`src/rtl/msg_scan_driver.sv`:
```
// Four-digit multiplexed seven-segment message driver with ERR blink and a
// retriggerable one-shot buzzer.
module msg_scan_driver #(
  parameter int REFRESH_DIV = 50000,
  parameter int BLINK_DIV   = 12500000,
  parameter int BUZZ_CYCLES = 25000000
) (
  input  logic       clk_50MHz,
  input  logic       reset,
  input  logic       msg_valid,
  input  logic [2:0] msg_code,
  input  logic       buzz_req,
  output logic [7:0] seg,
  output logic [3:0] digit,
  output logic       buzzer
);
  localparam int RW = $clog2(REFRESH_DIV);
  localparam int BW = $clog2(BLINK_DIV);
  localparam int ZW = $clog2(BUZZ_CYCLES);
  localparam logic [RW-1:0] REF_LAST   = RW'(REFRESH_DIV - 1);
  localparam logic [BW-1:0] BLINK_LAST = BW'(BLINK_DIV - 1);
  localparam logic [ZW-1:0] BUZZ_LAST  = ZW'(BUZZ_CYCLES - 1);

  localparam logic [2:0] MSG_BLANK = 3'd0;
  localparam logic [2:0] MSG_ERR   = 3'd3;
  localparam logic [2:0] MSG_MAX   = 3'd4;

  localparam logic [7:0] G_BLANK = 8'hFF;
  localparam logic [7:0] G_O     = 8'hC0;
  localparam logic [7:0] G_N     = 8'hAB;
  localparam logic [7:0] G_F     = 8'h8E;
  localparam logic [7:0] G_E     = 8'h86;
  localparam logic [7:0] G_R     = 8'hAF;
  localparam logic [7:0] G_P     = 8'h8C;

  logic [RW-1:0] refresh_cnt_reg, refresh_cnt_next;
  logic [1:0]    scan_idx_reg, scan_idx_next;
  logic [BW-1:0] blink_cnt_reg, blink_cnt_next;
  logic          blink_hidden_reg, blink_hidden_next;
  logic [2:0]    msg_reg, msg_next;
  logic          buzz_hist_reg;
  logic [ZW-1:0] buzz_cnt_reg, buzz_cnt_next;
  logic          buzzer_reg, buzzer_next;
  logic [7:0]    seg_reg, seg_next;
  logic [3:0]    digit_reg, digit_next;
  logic          load_ok;
  logic          buzz_start;

  // Glyph lookup keyed by {message, digit position}; anything unlisted is blank.
  function automatic logic [7:0] glyph(input logic [2:0] code, input logic [1:0] idx);
    logic [7:0] g;
    g = G_BLANK;
    case ({code, idx})
      5'b001_01: g = G_O;
      5'b001_00: g = G_N;
      5'b010_10: g = G_O;
      5'b010_01: g = G_F;
      5'b010_00: g = G_F;
      5'b011_10: g = G_E;
      5'b011_01: g = G_R;
      5'b011_00: g = G_R;
      5'b100_11: g = G_O;
      5'b100_10: g = G_P;
      5'b100_01: g = G_E;
      5'b100_00: g = G_N;
      default:   g = G_BLANK;
    endcase
    return g;
  endfunction

  // Enables are derived from the next scan index so they land on the same edge as seg.
  for (genvar gi = 0; gi < 4; gi++) begin : g_digit
    assign digit_next[gi] = (scan_idx_next != 2'(gi));
  end

  always_comb begin
    load_ok           = msg_valid && (msg_code <= MSG_MAX);
    refresh_cnt_next  = refresh_cnt_reg + 1'b1;
    scan_idx_next     = scan_idx_reg;
    blink_cnt_next    = blink_cnt_reg + 1'b1;
    blink_hidden_next = blink_hidden_reg;
    msg_next          = msg_reg;
    buzz_cnt_next     = buzz_cnt_reg;
    buzzer_next       = buzzer_reg;

    if (refresh_cnt_reg == REF_LAST) begin
      refresh_cnt_next = '0;
      scan_idx_next    = scan_idx_reg + 2'd1;
    end

    if (load_ok) begin
      msg_next          = msg_code;
      blink_cnt_next    = '0;
      blink_hidden_next = 1'b0;
    end else if (blink_cnt_reg == BLINK_LAST) begin
      blink_cnt_next    = '0;
      blink_hidden_next = ~blink_hidden_reg;
    end

    buzz_start = (buzz_req && !buzz_hist_reg) || (load_ok && msg_code == MSG_ERR);
    if (buzz_start) begin
      buzzer_next   = 1'b1;
      buzz_cnt_next = BUZZ_LAST;
    end else if (buzzer_reg) begin
      if (buzz_cnt_reg == '0) buzzer_next = 1'b0;
      else                    buzz_cnt_next = buzz_cnt_reg - 1'b1;
    end

    if (msg_reg == MSG_ERR && blink_hidden_reg) seg_next = G_BLANK;
    else                                        seg_next = glyph(msg_reg, scan_idx_next);
  end

  always_ff @(posedge clk_50MHz) begin
    if (reset) begin
      refresh_cnt_reg  <= '0;
      scan_idx_reg     <= 2'd0;
      blink_cnt_reg    <= '0;
      blink_hidden_reg <= 1'b0;
      msg_reg          <= MSG_BLANK;
      buzz_hist_reg    <= 1'b0;
      buzz_cnt_reg     <= '0;
      buzzer_reg       <= 1'b0;
      seg_reg          <= G_BLANK;
      digit_reg        <= 4'b1110;
    end else begin
      refresh_cnt_reg  <= refresh_cnt_next;
      scan_idx_reg     <= scan_idx_next;
      blink_cnt_reg    <= blink_cnt_next;
      blink_hidden_reg <= blink_hidden_next;
      msg_reg          <= msg_next;
      buzz_hist_reg    <= buzz_req;
      buzz_cnt_reg     <= buzz_cnt_next;
      buzzer_reg       <= buzzer_next;
      seg_reg          <= seg_next;
      digit_reg        <= digit_next;
    end
  end

  assign seg    = seg_reg;
  assign digit  = digit_reg;
  assign buzzer = buzzer_reg;
endmodule

```
`config.mk`:
```
export PLATFORM = sky130hd
export DESIGN_NAME = msg_scan_driver
export DESIGN_NICKNAME = d
export VERILOG_FILES = /design/src/rtl/msg_scan_driver.sv
export SDC_FILE = /design/constraint.sdc
export NUM_CORES = 1
export LEC_CHECK = 0
export ABC_AREA = 1
export CORE_MARGIN = 4
export CORE_UTILIZATION = 30
export DETAILED_ROUTE_END_ITERATION = 10
export GPL_TIMING_DRIVEN = 1
export HOLD_SLACK_MARGIN = 0.12
export PLACE_DENSITY = 0.49
export SYNTH_ARGS = -nofsm -noshare
export SYNTH_HDL_FRONTEND = slang
export SYNTH_SLANG_ARGS = --single-unit
```
`constraint.sdc`:
```
create_clock -name clk_50MHz -period 2.76 [get_ports clk_50MHz]
set_input_delay 0.276 -clock clk_50MHz [delete_from_list [all_inputs] [get_ports clk_50MHz]]
set_output_delay 0.276 -clock clk_50MHz [all_outputs]
set_load 0.05 [all_outputs]
```
==> flow_summary.yaml <==
placed_design:
  port_buffers: 18
  hpwl_mm: 8.50
  pre_cts_ws_ns: 0.590
  place_congestion: 0.890
  dpl_cell_area_mm2: 0.00498
floorplanning:
  die_w_um: 132
  core_area_mm2: 0.0152
  io_pins: 20
  start_util_pct: 30.5
  die_h_um: 132
  rows: 45
  dieArea_mm2: 0.0175
final_layout:
  final_cell_mix: "168 x nand2_1, 107 x nor2_1, 83 x dfxtp_1, 67 x inv_1, 48 x nand3_1"
  final_util_pct: 34.8
  largest_register_ffs: 25
  design_area_mm2: 0.00528
  syn2layout_area_growth_pct: 13.9
  final_common_cell: "nand2_1"
  insertedDiodeCount: 0
  layout-drive-gt1-share_pct: 9.19
  final_nets: 719
sta:
  finalMaxSlewViolations: 0
  max-slew-margin-rel_pct: 58.5
  setup_viol: 0
  hold_violations: 0
  worst_pin_slew_ns: 0.616
  rsz0062_at_grt: "false"
  fin_crit_ns: 2.16
  fin_setup_tns_ns: 0
  max_clock_freq_mhz: 462
  finalCritPeriodShare_pct: 78.4
  setup_ws_ns: 0.596
  fin_skew_ns: 0.00731
worst_setup_path:
  cp-start-kind: "flop"
  path_max_fanout: 6
  end_kind: "flop"
  critPathSlowestCell: "dfxtp_1"
  cp_slowest_stage_delay_ns: 0.35
  crit_chain: "ha_1 -> nand3_1 -> nor2_1 -> nand3_1 -> nand2_1 -> inv_1 -> ha_1 -> or2_2 -> a21oi_1 -> nor3_1 -> o21ai_0"
  critPathArrivalTime_ns: 2.42
  crit_required_ns: 3.01
  critical_path_class: "reg2reg"
clock_network:
  post_cts_buffers: 0
  cts_buffers: 9
  clock-sinks: 83
  clockBufferDepth: 2
  path_clk_slew_ns: 0.06
  cts_root_buffer: "clkbuf_16"
  postCtsHoldBufs: 0
  cts_tree: "done"
  clock_latency_ns: 0.34
  htreeDepth: 3
  cts_resized: 0
run_status:
  status: "complete, no violations"
route:
  routedWlPerCell_um: 12.5
  ant_nets: 0
  dr_total_vias: 4221
  totalWireLength_mm: 11.2
  drcViolationCount: 0
  first_pass_iters: 5
  first_iter_violations: 321
  viasPerCell: 4.72
global_route:
  grt_pass1_wl_mm: 19.3
  grt_pass1_vias: 3962
  antenna_found_initial: 0
  grt.overflow.total: 0
  grt_max_degree: 24
  grt_usage_pct: 13.4
yosys:
  syn_nets: 700
  synth_cell_type_count: 49
  synth-edff-count: 0
  synth_area_leaders: "dfxtp_1 36%, nand2_1 14%, nor2_1 8.7%, inv_1 5.4%, nand3_1 5.2%"
  syn_area_per_cell_um2: 6.79
  ys_seq_area_share_pct: 35.8
  synthFlopType: "dfxtp_1"
  synthArstFlopShare_pct: 0
  ys_warn_count: 0
  ys_seq_elements: 83
  synth_area_leader_cell: "dfxtp_1"
  synthesis.area_mm2: 0.00464
  synth_top_area_share_pct: 35.8
  syn_inst: 683
power:
  p_leak_nw: 2.07
  power_density_mw_per_mm2: 557
  fin_total_pwr_mw: 2.94
  vdd_drop_max_uv: 343
hold_path:
  hold_path.class: "reg2reg"
job:
  drv_cap: 0
==> through the flow <==
step | hold WS [ns] | std cells
after floorplan | 0.342 | 683
after global placement | 0.432 | 879
after detailed placement | 0.453 | 879
after CTS | 0.463 | 895
after global routing | 0.490 | 895
final | 0.457 | 895
==> final timing paths <==
kind	start	to	slack (ns)	cells past startpoint
worst max-delay path	refresh_cnt_reg[0]$_SDFF_PP0_	seg[1]$_SDFF_PP1_	0.60	11
worst min-delay path	refresh_cnt_reg[0]$_SDFF_PP0_	refresh_cnt_reg[0]$_SDFF_PP0_	0.46	1
worst max register to register	refresh_cnt_reg[0]$_SDFF_PP0_	seg[1]$_SDFF_PP1_	0.60	11
worst min register to register	refresh_cnt_reg[0]$_SDFF_PP0_	refresh_cnt_reg[0]$_SDFF_PP0_	0.46	1
==> synth_stat cells (2+ instances only) <==
cell and n:
nand2_1 168, nor2_1 107, dfxtp_1 83, inv_1 67, nand3_1 48, a21oi_1 38, nand4_1 26, nor3_1 18
inv_2 14, xor2_1 12, ha_1 10, nor2_2 9, o21ai_0 7, xnor2_1 7, buf_2 5, nand3b_1 5
or2_2 5, o21ai_1 4, or2_1 4, buf_6 3, nor2_4 3, nor3b_1 3, nor4_1 3, and2_1 2
buf_4 2, clkbuf_1 2, nand2_2 2, nand2_8 2, nand3_2 2, o211ai_1 2, or2_0 2
==> routing by layer <==
| layer | global-route usage [%] | wire length [um] |
|---|---|---|
| met5 | 0 | 0 |
| met1 | 19.0 | 5670 |
| met3 | 2.90 | 419 |
| met4 | 5.37 | 216 |
| met2 | 19.8 | 4860 |
==> power by group <==
group          total, mW  internal [mW]  switching (mW)
Sequential          1.29           1.24          0.0464
Clock               1.23          0.707           0.521
Combinational      0.427          0.141           0.287
==> cell type report <==
class / count / area [um^2]
Clock buffer: 9 / 225
Clock inverter: 7 / 76.3
Fill cell: 1646 / 9920
Inverter: 82 / 308
Multi-Input combinational cell: 505 / 2570
Sequential cell: 83 / 1660
Tap cell: 188 / 235
Timing Repair Buffer: 21 / 203
==> kinds of logic (layout without fill, tap and decap cells) <==
family	after synthesis	in the layout	share of synthesized area, %
adder cells (fa/ha/maj)	10	10	2.70
AND/OR/NAND/NOR	417	417	42.0
buffers and inverters	95	119	8.71
flip-flops	83	83	35.8
AO/OA/AOI/OAI	58	58	7.12
XOR/XNOR	19	19	3.59
other	1	1	0.0808
==> worst max-delay path, delay by kind of cell, from the launching register on <==
family,cells,cell delay (ns)
AOI/OAI and AO/OA,2,0.28
and+or+nand+nor,6,0.90
buffers and inverters,1,0.14
adders and majority gates,2,0.40
DFF,1,0.35
Note: power is estimated with default switching activity, not from simulation.
